$ cat src/rtl/atd_pkg.sv
// -----------------------------------------------------------------------------
// atd_pkg
// Shared definitions for the ATD serial receive path: the receiver state
// encoding and the default frame/timeout sizing used by atd_rx_controller.
// -----------------------------------------------------------------------------
package atd_pkg;

  localparam int NUM_DATA_BITS  = 8;
  localparam int TIMEOUT_CYCLES = 255;

  typedef enum logic [1:0] {
    IDLE = 2'd0,
    DATA = 2'd1,
    STOP = 2'd2
  } atd_state_t;

endpackage

$ cat src/rtl/flex_counter.sv
// -----------------------------------------------------------------------------
// flex_counter
// Up-counter with synchronous clear, count enable and a programmable
// rollover value.
//
// Ports
//   clk           system clock (rising edge)
//   n_rst         asynchronous active-low reset
//   clear         synchronous clear to 0, wins over count_enable
//   count_enable  advance the count by one this cycle
//   rollover_val  terminal count; the counter wraps to 0 after it
//   rollover_flag high in the cycle whose clock edge brings the count up to
//                 rollover_val (lets the user react on that same edge)
// -----------------------------------------------------------------------------
module flex_counter #(
  parameter int NUM_CNT_BITS = 8
) (
  input  logic                    clk,
  input  logic                    n_rst,
  input  logic                    clear,
  input  logic                    count_enable,
  input  logic [NUM_CNT_BITS-1:0] rollover_val,
  output logic                    rollover_flag
);

  logic [NUM_CNT_BITS-1:0] count;

  always_ff @(posedge clk or negedge n_rst) begin
    if (!n_rst) begin
      count <= '0;
    end else if (clear) begin
      count <= '0;
    end else if (count_enable) begin
      if (count == rollover_val) begin
        count <= '0;
      end else begin
        count <= count + NUM_CNT_BITS'(1);
      end
    end
  end

  // Look-ahead: flags the increment that lands on rollover_val.
  assign rollover_flag = count_enable && !clear &&
                         (count == (rollover_val - NUM_CNT_BITS'(1)));

endmodule

$ cat src/rtl/atd_rx_controller.sv
// -----------------------------------------------------------------------------
// atd_rx_controller
// Receives ATD frames (start 0, NUM_DATA_BITS data bits MSB first, stop 1),
// sampling ATD_data only on ATD_shift_enable pulses, and hands complete bytes
// to a consumer through a one-entry valid/ready buffer.
//
// Ports
//   clk, n_rst        clock, asynchronous active-low reset
//   ATD_shift_enable  one-cycle pulse per ATD_clk rising edge
//   ATD_data          synchronized serial data, idles high
//   rx_ready          consumer takes rx_data this cycle
//   clear_errors      clears the sticky overrun_error
//   rx_data           last accepted byte
//   rx_valid          rx_data holds an unconsumed byte
//   busy              receiver is inside a frame
//   framing_error     one-cycle pulse: stop bit sampled low
//   timeout_error     one-cycle pulse: too long between shift pulses
//   overrun_error     sticky: a frame completed while the buffer was full
// -----------------------------------------------------------------------------
module atd_rx_controller #(
  parameter int NUM_DATA_BITS  = atd_pkg::NUM_DATA_BITS,
  parameter int TIMEOUT_CYCLES = atd_pkg::TIMEOUT_CYCLES
) (
  input  logic                     clk,
  input  logic                     n_rst,
  input  logic                     ATD_shift_enable,
  input  logic                     ATD_data,
  input  logic                     rx_ready,
  input  logic                     clear_errors,
  output logic [NUM_DATA_BITS-1:0] rx_data,
  output logic                     rx_valid,
  output logic                     busy,
  output logic                     framing_error,
  output logic                     timeout_error,
  output logic                     overrun_error
);

  localparam int CNT_W = $clog2(TIMEOUT_CYCLES + 1);
  localparam int BIT_W = $clog2(NUM_DATA_BITS + 1);
  localparam logic [BIT_W-1:0] LAST_BIT    = BIT_W'(NUM_DATA_BITS - 1);
  localparam logic [CNT_W-1:0] TIMEOUT_VAL = CNT_W'(TIMEOUT_CYCLES);

  atd_pkg::atd_state_t      state;
  logic [NUM_DATA_BITS-1:0] shift_reg;
  logic [BIT_W-1:0]         bit_cnt;

  logic timer_clear;
  logic timer_en;
  logic timeout_hit;
  logic stop_pulse;
  logic frame_ok;
  logic frame_bad;

  // Timer held at 0 while idle and restarted by every shift pulse; because a
  // pulse clears it, a pulse arriving on the timeout cycle suppresses the
  // timeout and is sampled normally.
  assign timer_en    = (state != atd_pkg::IDLE);
  assign timer_clear = (state == atd_pkg::IDLE) || ATD_shift_enable;

  flex_counter #(
    .NUM_CNT_BITS (CNT_W)
  ) u_timer (
    .clk           (clk),
    .n_rst         (n_rst),
    .clear         (timer_clear),
    .count_enable  (timer_en),
    .rollover_val  (TIMEOUT_VAL),
    .rollover_flag (timeout_hit)
  );

  assign stop_pulse = (state == atd_pkg::STOP) && ATD_shift_enable;
  assign frame_ok   = stop_pulse && ATD_data;
  assign frame_bad  = stop_pulse && !ATD_data;

  always_ff @(posedge clk or negedge n_rst) begin
    if (!n_rst) begin
      state         <= atd_pkg::IDLE;
      shift_reg     <= '0;
      bit_cnt       <= '0;
      rx_data       <= '0;
      rx_valid      <= 1'b0;
      busy          <= 1'b0;
      framing_error <= 1'b0;
      timeout_error <= 1'b0;
      overrun_error <= 1'b0;
    end else begin
      framing_error <= frame_bad;
      timeout_error <= timeout_hit;

      case (state)
        atd_pkg::IDLE: begin
          if (ATD_shift_enable && !ATD_data) begin
            state   <= atd_pkg::DATA;
            bit_cnt <= '0;
            busy    <= 1'b1;
          end
        end
        atd_pkg::DATA: begin
          if (timeout_hit) begin
            state <= atd_pkg::IDLE;
            busy  <= 1'b0;
          end else if (ATD_shift_enable) begin
            shift_reg <= {shift_reg[NUM_DATA_BITS-2:0], ATD_data};
            bit_cnt   <= bit_cnt + BIT_W'(1);
            if (bit_cnt == LAST_BIT) begin
              state <= atd_pkg::STOP;
            end
          end
        end
        atd_pkg::STOP: begin
          // Stop pulse (good or bad) or timeout both end the frame.
          if (ATD_shift_enable || timeout_hit) begin
            state <= atd_pkg::IDLE;
            busy  <= 1'b0;
          end
        end
        default: begin
          state <= atd_pkg::IDLE;
          busy  <= 1'b0;
        end
      endcase

      // One-entry output buffer: a completing frame may refill the buffer in
      // the same cycle the consumer drains it; otherwise a full buffer keeps
      // the old byte and the new one is dropped.
      if (frame_ok && (!rx_valid || rx_ready)) begin
        rx_data  <= shift_reg;
        rx_valid <= 1'b1;
      end else if (rx_valid && rx_ready) begin
        rx_valid <= 1'b0;
      end

      // A new overrun beats a simultaneous clear.
      if (frame_ok && rx_valid && !rx_ready) begin
        overrun_error <= 1'b1;
      end else if (clear_errors) begin
        overrun_error <= 1'b0;
      end
    end
  end

endmodule

$ cat config.mk
export PLATFORM = sky130hd
export DESIGN_NAME = atd_rx_controller
export DESIGN_NICKNAME = d
export VERILOG_FILES = /design/src/rtl/atd_pkg.sv /design/src/rtl/flex_counter.sv /design/src/rtl/atd_rx_controller.sv
export SDC_FILE = /design/constraint.sdc
export NUM_CORES = 1
export LEC_CHECK = 0
export CAP_MARGIN = 20
export CELL_PAD_IN_SITES_DETAIL_PLACEMENT = 1
export CELL_PAD_IN_SITES_GLOBAL_PLACEMENT = 1
export CORE_ASPECT_RATIO = 0.8
export CORE_MARGIN = 2
export CORE_UTILIZATION = 35
export CTS_CLUSTER_DIAMETER = 200
export DETAILED_ROUTE_END_ITERATION = 10
export PLACE_DENSITY = 0.74
export SLEW_MARGIN = 40
export SYNTH_ARGS = -nofsm -noshare
export SYNTH_HDL_FRONTEND = slang
export SYNTH_SLANG_ARGS = --single-unit
$ cat constraint.sdc
create_clock -name clk -period 1.9 [get_ports clk]
set_clock_uncertainty 0.2 [all_clocks]
set_input_delay 0.38 -clock clk [delete_from_list [all_inputs] [get_ports clk]]
set_output_delay 0.38 -clock clk [all_outputs]
set_load 0.005 [all_outputs]
Word level (Yosys, flattened, before mapping)
Index checks and enable logic that the tools add are counted.
- $add $sub $neg: 2
- eq/ne operators: 12
- muxes and demuxes: 21
- bitwise logic cells: 1
- reduce and logical (&&, ||, !) cells: 27
- operator list (kind ; number):
    8-bit 2-to-1 mux ; 3
    8-bit == test (second input constant) ; 2
    4-bit 2-to-1 mux ; 3
    1-bit logical AND ; 10
    2-bit 2-to-1 mux ; 5
    2-bit nonzero test ; 5
    8-bit by 1-bit adder with 8-bit output (second input constant) ; 1
    4-bit case mux with 2 select lines ; 1
    4-bit AND reduction ; 2
    1-bit 2-to-1 mux ; 7
    2-bit != test (second input constant) ; 3
    3-bit != test (second input constant) ; 2
    2-bit case mux with 3 select lines ; 1
    3-bit AND reduction ; 2
    4-bit by 1-bit adder with 4-bit output (second input constant) ; 1
    4-bit by 3-bit == test with 1-bit output (second input constant) ; 1
    1-bit zero test ; 4
    2-bit by 1-bit != test with 1-bit output (second input constant) ; 2
    1-bit logical OR ; 3
    1-bit case mux with 3 select lines ; 1
    2-bit by 1-bit == test with 1-bit output (second input constant) ; 1
    2-bit == test (second input constant) ; 1
    2-bit zero test ; 1
    1-bit inverter ; 1
- register bits: 35
- input bits: 6
- output and inout bits: 13
- logic and storage cells: 73

Longest topological paths before layout
Gate-level depths: netlist of run 1.
- depth after elaboration: 8
- mapped depth: 5
- mapped depth without buffers: 5

Hierarchy
A second synthesis of run 1 with hierarchy kept.
- cells, all modules: 179
- area total of the unflattened synthesis: 1940.6 µm²
- modules (own cells, without submodules) (module ; instances ; cells each ; area an instance (µm²) ; seq. area each (µm²)):
    atd_rx_controller ; 1 ; 87 ; 1179.9 ; 675.6
    flex_counter ; 1 ; 92 ; 760.7 ; 200.2

Worst setup path before layout of run 1
OpenSTA, ideal clock, no wires.
- path type: flip-flop to flip-flop
- start: register state[1]
- end: register rx_data[0]
- setup time: 0.125 ns
- arrival: 1.224 ns
- data required time: 1.575 ns
- slack: 0.351 ns
- cell stages (with the launch flop): 6
- path buffers: 2
- clock period less this slack: 1.549 ns
- cells stage by stage: dfrtp_1 buf_2 nand4b_1 nor2b_1 buf_2 mux2_2
- longest elaborated chain between the ends: 4
- RTL lines (element ; RTL line ; RTL):
    from (decl) ; atd_rx_controller.sv:43 ; atd_pkg::atd_state_t state;
    from (signal assigned) ; atd_rx_controller.sv:77 ; state <= atd_pkg::IDLE;
    from (signal assigned) ; atd_rx_controller.sv:93 ; state <= atd_pkg::DATA;
    from (signal assigned) ; atd_rx_controller.sv:100 ; state <= atd_pkg::IDLE;
    2-bit == test ; atd_rx_controller.sv:71 ; assign stop_pulse = (state == atd_pkg::STOP) && ATD_shift_enable;
    1-bit logical AND ; atd_rx_controller.sv:71 ;
    1-bit logical AND ; atd_rx_controller.sv:72 ; assign frame_ok = stop_pulse && ATD_data;
    1-bit logical AND ; atd_rx_controller.sv:126 ; if (frame_ok && (!rx_valid || rx_ready)) begin
    to (signal assigned) ; atd_rx_controller.sv:127 ; rx_data <= shift_reg;
    to (decl) ; atd_rx_controller.sv:30 ; output logic [NUM_DATA_BITS-1:0] rx_data,
Every way passes these cells.
A chain may end at the register's enable or synchronous reset.

Worst setup path in the final report of run 1
- start: register busy
- end: output port busy
- RTL lines (element ; RTL line ; RTL):
    from (decl) ; atd_rx_controller.sv:32 ; output logic busy,
    from (signal assigned) ; atd_rx_controller.sv:82 ; busy <= 1'b0;
    from (signal assigned) ; atd_rx_controller.sv:95 ; busy <= 1'b1;
    from (signal assigned) ; atd_rx_controller.sv:101 ; busy <= 1'b0;
No word-level cell between the ends.

==> results of run 1 <==
[power groups by stage]
stage                     clock network (mW)  logic [mW]  registers (mW)
after floorplan                            0       0.228           0.971
after global placement                     0       0.332           0.995
after detailed placement                   0       0.350            1.01
after CTS                              0.717       0.352           0.996
after global routing                   0.754       0.393            1.01
final                                  0.692       0.344           0.993
[how the worst max path moves through the flow]
| stage | slack, ns | cells past startpoint | startpoint | end |
|---|---|---|---|---|
| final | 0.15 | 1 | busy | busy |
| after global placement | -0.06 | 5 | ATD_shift_enable | rx_data[4] |
| after CTS | 0.12 | 1 | busy | busy |
| after floorplan | 0.35 | 5 | state[1] | rx_data[0] |
| after global routing | 0.07 | 1 | busy | busy |
| after detailed placement | -0.1 | 5 | ATD_shift_enable | rx_data[7] |
[per-layer routing]
| metal | GRT usage | up-vias | routed length, um |
|---|---|---|---|
| li1 | - | 506 | - |
| met1 | 0.1597 | 531 | 1278 |
| met2 | 0.2532 | 15 | 1614 |
| met3 | 0.05636 | 7 | 112 |
| met4 | 0.04688 | 0 | 47 |
| met5 | 0 | - | 0 |
[metrics by stage]
| stage | hold WS [ns] | utilization | power [mW] |
|---|---|---|---|
| global placement | 0.2900 | 0.4403 | 1.327 |
| detailed placement | 0.2950 | 0.4403 | 1.361 |
| floorplan | -0.1156 | - | 1.199 |
| global route | 0.2856 | 0.4684 | 2.159 |
| CTS | 0.2592 | 0.4684 | 2.065 |
| finish | 0.2556 | 0.4684 | 2.029 |
[synth_stat cells (2+ instances only)]
cell,n
dfrtp_1,35
mux2_2,17
inv_1,7
nand2_1,6
nand3_1,6
nor2_1,6
a21oi_1,5
o21ai_0,4
a22o_1,3
buf_2,3
ha_1,3
o22ai_1,3
nor2b_1,2
o21bai_1,2
xor2_1,2
[final cells by class]
cell class / count / area, um2
clock buffer: 6 / 82.58
clock inverter: 2 / 35.03
fill: 439 / 2221
inverter: 7 / 26.28
multi-input combinational: 78 / 598.1
sequential: 35 / 875.8
tap: 57 / 71.32
timing repair buffer: 28 / 267.8
[layout by cell type, fill, tap and decap left out, drive strengths merged, types with 3 or more instances in the layout]
| cell | count |
|---|---|
| dfrtp | 35 |
| clkdlybuf4s50 | 18 |
| mux2 | 17 |
| buf | 10 |
| inv | 7 |
| nand2 | 6 |
| nor2 | 6 |
| nand3 | 6 |
| clkbuf | 6 |
| a21oi | 5 |
| o21ai | 4 |
| a22o | 3 |
| o22ai | 3 |
| ha | 3 |
[cell families (layout without fill, tap and decap cells)]
group / Yosys count / count (layout) / share of synthesized area
DFF: 35 / 35 / 0.5766
and+or+nand+nor: 33 / 33 / 0.1293
AOI/OAI and AO/OA: 22 / 22 / 0.09638
muxes: 17 / 17 / 0.1260
buffers and inverters: 11 / 43 / 0.02965
adders and majority gates: 3 / 3 / 0.02471
xor gates and xnor gates: 3 / 3 / 0.01730
==> results.toml, run 1 <==
[setup_path]
crit_fanout = 4
arrival_ns = 1.17
crit_slowest_cell = "clkdlybuf4s50_1"
cp_top_family = "buffers and inverters"
critPathMaxStageDelay_ns = 0.51
timing.rr.start = "state[1]"
cp_num_buf_inv = 1
required_ns = 1.32
timing.rr.end = "rx_data[7]"
crit_chain = "clkdlybuf4s50_1"
cp-end-kind = "output pin"
crit_type = "reg2out"
r2r_cells = 4
ff2ff_setup_slack_ns = 0.23
start_kind = "flip-flop"

[sta]
post-route-min-period_ns = 1.753
setup_ws_ns = 0.1466
final-max-slew-violation-count = 0
worst_pin_slew_ns = 0.4104
period_share = 0.9228
setup_violations = 0
rsz0062_at_grt = "false"
finalSetupTns_ns = 0
max_freq_mhz = 570.3
slew_headroom = 0.7243
hold_viol = 0

[power]
p_per_area_nw_per_um2 = 1037
ir_drop_v = 0.0004852
internal-power_mw = 1.519
switching_share = 0.2513
seqPwrFrac = 0.490
combPwrFrac = 0.169
power.share.clock = 0.341
leakage_nw = 0.8836
switching_power_mw = 0.5099

[placement]
pre_cts_slack_ns = -0.09688
port_buffers = 18
gp_congestion = 0.7728
dp_cells = 205
placed_area_um2 = 1839
hpwlAfterDp_um = 2236

[floorplanning]
rows = 21
dieWidth_um = 77.66
io_pins = 19
core-area_um2 = 4178
initial_core_util = 0.3636
die_h_um = 62.92
dieArea_um2 = 4886

[route]
vias = 1059
routedWlPerCell_um = 14.33
wl_um = 3052
vias_per_cell = 4.972
drc = 0
ant_nets = 0
drtIter0Drc = 46
dr.pass1.iters = 4

[logic_synthesis]
yosysSeqAreaShare = 0.5766
async_flop_share = 1.000
synth_top_area_cell = "dfrtp_1"
synth_nets = 133
ys_ff_latch = 35
yosys_warnings = 0
synth-main-ff-cell = "dfrtp_1"
netlist_area_um2 = 1519
syn_avg_cell_area_um2 = 12.25
synthCells = 124
synth_top_area_frac = 0.5766
ys_top_cells_by_area = "dfrtp_1 58%, mux2_2 13%, ha_1 2.5%"
synth_edf_count = 0
ys_types = 35

[final_layout]
nets = 164
post_route_cells_drive_above_1_share = 0.2372
num_antenna_cells = 0
area_delta_synth_final_pct = 28.83
stdcell_area_um2 = 1957
stdcell_count = 213

[run]
maxCapViolCount = 0

[clock_tree]
htree_levels = 2
cts_tree = "built"
cts_root_buf = "clkbuf_8"
cts_setup_buffers = 0
ctsHoldBuffers = 0
cts_sinks = 35
clkSlewWorstSetupHoldPaths_ns = 0.07
numCtsBuffers = 5
clk_path_buf_depth = 2
clk_latency_ns = 0.29
cts_resized = 0

[outcome]
outcome = "finished clean"

[global_route]
antenna_found_initial = 0
grt_pass1_vias = 1209
track_usage = 0.1444
grt_overflow = 0
grt_pass1_wl_um = 5451
grt_max_degree = 36

[min_path]
holdCritPathClass = "in2async"
Note: power is estimated with default switching activity, not from simulation.
==> run 2, diff against run 1 <==
MAX_ROUTING_LAYER = met4   (was not set)
==> run 2 against run 1 <==
Sequential share of layout area unchanged. Hold slack better by 0.00088 ns. Global-route usage increased by 0.35 points.
==> results.toml, run 2 (synthesis gave the netlist of run 1 again) <==
[setup_path]
required_ns = 1.32
ff2ff_setup_slack_ns = 0.24
cp_top_family = "buffers and inverters"
cp_num_buf_inv = 1
arrival_ns = 1.17
crit_type = "reg2out"
crit_chain = "clkdlybuf4s50_1"
critPathMaxStageDelay_ns = 0.51
cp-end-kind = "output pin"
crit_fanout = 4
start_kind = "flip-flop"
crit_slowest_cell = "clkdlybuf4s50_1"

[clock_tree]
clk_latency_ns = 0.29
clkSlewWorstSetupHoldPaths_ns = 0.07
cts_setup_buffers = 0
cts_tree = "built"
cts_root_buf = "clkbuf_8"
htree_levels = 2
cts_sinks = 35
cts_resized = 0
ctsHoldBuffers = 0
clk_path_buf_depth = 2
numCtsBuffers = 5

[final_layout]
layout_common_cells = "35 x dfrtp_1, 18 x clkdlybuf4s50_1, 17 x mux2_2"
nets = 164
stdcell_count = 213
stdcell_area_um2 = 1957
regArea_um2 = 875.8
post_route_cells_drive_above_1_share = 0.2372
multi_input_area_um2 = 598.1
area_delta_synth_final_pct = 28.83
post-route-util = 0.4684
layout_commonest_cell = "dfrtp_1"
nFillCells = 439
num_antenna_cells = 0

[sta]
worst_pin_slew_ns = 0.4014
slew_headroom = 0.7303
finalSetupTns_ns = 0
setup_ws_ns = 0.1469
rsz0062_at_grt = "false"
max_freq_mhz = 570.4
timing.hold.ws_ns = 0.2565
final-max-slew-violation-count = 0
hold_viol = 0
setup_violations = 0
post-route-min-period_ns = 1.753
period_share = 0.9227

[outcome]
outcome = "finished clean"

[placement]
dp_cells = 205
gp_congestion = 0.7833
hpwlAfterDp_um = 2236
pre_cts_slack_ns = -0.09688
port_buffers = 18
placed_area_um2 = 1839

[global_route]
grt_pass1_vias = 1213
grt_pass1_wl_um = 5430
track_usage = 0.1479
antenna_found_initial = 0
grt_max_degree = 36
grt_overflow = 0

[power]
combPwrFrac = 0.169
seqPwrFrac = 0.489
ir_drop_v = 0.0004848
p_total_mw = 2.029
switching_power_mw = 0.5102
internal-power_mw = 1.519
leakage_nw = 0.8836
switching_share = 0.2514
power.share.clock = 0.341
p_per_area_nw_per_um2 = 1037

[route]
routedWlPerCell_um = 14.40
dr.pass1.iters = 4
vias = 1060
vias_per_cell = 4.977
drc = 0
drtIter0Drc = 46
ant_nets = 0
wl_um = 3067

[floorplanning]
initial_core_util = 0.3636
rows = 21
dieArea_um2 = 4886
core-area_um2 = 4178
dieWidth_um = 77.66
die_h_um = 62.92
io_pins = 19

[run]
maxCapViolCount = 0

[min_path]
holdCritPathClass = "in2async"
==> run 2: area by class of cell <==
class | count | share of cell area
Multi-Input combinational cell | 78 | 0.3056
Timing Repair Buffer | 28 | 0.1368
Clock inverter | 2 | 0.01790
Inverter | 7 | 0.01343
Tap cell | 57 | 0.03644
Clock buffer | 6 | 0.04220
Sequential cell | 35 | 0.4476
==> run 2: worst paths after layout <==
kind                                     to        from  depth (start not counted)
max                                    busy        busy                          1
min                        u_timer.count[3]       n_rst                          2
max reg2reg                      rx_data[7]    state[1]                          4
min reg2reg                      rx_data[3]  rx_data[3]                          1
max in group asynchronous      shift_reg[5]       n_rst                          2
min in group clk                 rx_data[3]  rx_data[3]                          1
==> run 2: power groups by stage <==
stage | Sequential [mW] | Combinational, mW | Clock, mW
after global placement | 0.995 | 0.332 | 0
after floorplan | 0.971 | 0.228 | 0
after detailed placement | 1.01 | 0.350 | 0
final | 0.993 | 0.344 | 0.692
after global routing | 1.01 | 0.393 | 0.754
after CTS | 0.996 | 0.352 | 0.717
==> run 2: per-layer routing <==
metal	GRT usage	up-vias	part of all wire
met5	-	-	0
li1	-	506	-
met2	0.2532	15	0.54
met4	0.04688	0	0.012
met3	0.05636	6	0.030
met1	0.1578	533	0.42
==> run 3, diff against run 2 <==
DONT_BUFFER_PORTS = 1   (was not set)
PLACE_DENSITY = 0.67   (was 0.74)
SKIP_CTS_REPAIR_TIMING = 1   (was not set)
==> run 3 against run 2 <==
First-iteration DRC count increased by 11%. Global-route usage shrank 1.1 points. Sequential share of layout area up 4.7 points. Critical endpoint is now rx_data[1].
==> results.toml, run 3 (synthesis gave the netlist of run 1 again) <==
[outcome]
outcome = "finished clean"

[final_layout]
layout_commonest_cell = "dfrtp_1"
num_antenna_cells = 0
multi_input_area_um2 = 598.1
layout_common_cells = "35 x dfrtp_1, 17 x mux2_2, 7 x inv_1"
stdcell_count = 193
area_delta_synth_final_pct = 16.47
nFillCells = 444
nets = 144
post-route-util = 0.4235
stdcell_area_um2 = 1769
regArea_um2 = 875.8
post_route_cells_drive_above_1_share = 0.2353

[clock_tree]
htree_levels = 2
cts_tree = "built"
clkSlewWorstSetupHoldPaths_ns = 0.07
clk_path_buf_depth = 2
clk_latency_ns = 0.28
cts_root_buf = "clkbuf_8"
numCtsBuffers = 5
cts_sinks = 35

[power]
p_per_area_nw_per_um2 = 1111
ir_drop_v = 0.0003726
p_total_mw = 1.966
leakage_nw = 0.8094

[sta]
finalSetupTns_ns = 0
timing.hold.ws_ns = 0.01383
worst_pin_slew_ns = 0.4522
hold_viol = 0
post-route-min-period_ns = 1.627
rsz0062_at_grt = "false"
final-max-slew-violation-count = 0
max_freq_mhz = 614.7
slew_headroom = 0.6977
period_share = 0.8562
setup_ws_ns = 0.2732
setup_violations = 0

[placement]
pre_cts_slack_ns = 0.2562
hpwlAfterDp_um = 2041
placed_area_um2 = 1602
dp_cells = 181
port_buffers = 0
gp_congestion = 0.7419

[min_path]
holdCritPathClass = "in2reg"
min_path_cells = 1

[route]
met2_length_um = 1302
ant_nets = 0
dr.max_layer_used = "met4"
routedWlPerCell_um = 15.04
vias_per_cell = 5.228
dr.pass1.iters = 4
drc = 0
wl_met1_um = 1368
drtIter0Drc = 51
wl_met3_um = 175
wl_um = 2903
vias = 1009

[global_route]
track_usage = 0.1371
grt_overflow = 0
antenna_found_initial = 0
grt_pass1_wl_um = 5043
grt_max_degree = 36
grt_pass1_vias = 1016

[setup_path]
required_ns = 1.87
crit_fanout = 8
arrival_ns = 1.59
cp-end-kind = "flip-flop"
crit_type = "reg2reg"
r2r_cells = 4
start_kind = "flip-flop"

[floorplanning]
initial_core_util = 0.3636
rows = 21
io_pins = 19
core-area_um2 = 4178
die_h_um = 62.92
dieArea_um2 = 4886
dieWidth_um = 77.66

[run]
maxCapViolCount = 0
-- run 3: cell count changes in the layout (fill, tap and decap cells not counted), sizes merged --
cell | before | now
clkdlybuf4s50 | 18 | 0
dlygate4sd3 | 0 | 3
buf | 10 | 5
-- run 3: final timing paths --
check,from,to,slack (ns)
max in group asynchronous,n_rst,busy,0.98
min in group asynchronous,n_rst,u_timer.count[3],0.35
min,ATD_shift_enable,state[1],0.01
max,state[0],rx_data[1],0.27
max reg2reg,state[0],rx_data[1],0.27
min reg2reg,shift_reg[7],rx_data[7],0.32
-- run 3: cell type report --
type / instances / share of cell area
flip-flops and latches: 35 / 0.4950
repair buffers: 8 / 0.04526
inverters: 7 / 0.01485
clock buffers: 6 / 0.04668
well taps: 57 / 0.04031
clock inverters: 2 / 0.01980
multi-input cells: 78 / 0.3380
-- run 3: critical path, stage by stage (launching register included) --
cell	delay [ns]
dfrtp_1	0.39
nand4b_1	0.23
nor2b_1	0.16
buf_4	0.19
mux2_2	0.35
-- run 3: where the power goes --
group	internal [mW]	total, mW	switching [mW]
clock network	0.424	0.681	0.257
logic	0.174	0.295	0.121
registers	0.883	0.990	0.107
-- run 3: per-layer routing --
| metal | vias up | track usage |
|---|---|---|
| li1 | 468 | - |
| met1 | 513 | 0.1822 |
| met2 | 21 | 0.1843 |
| met3 | 7 | 0.05347 |
| met4 | 0 | 0.06027 |
| met5 | - | - |
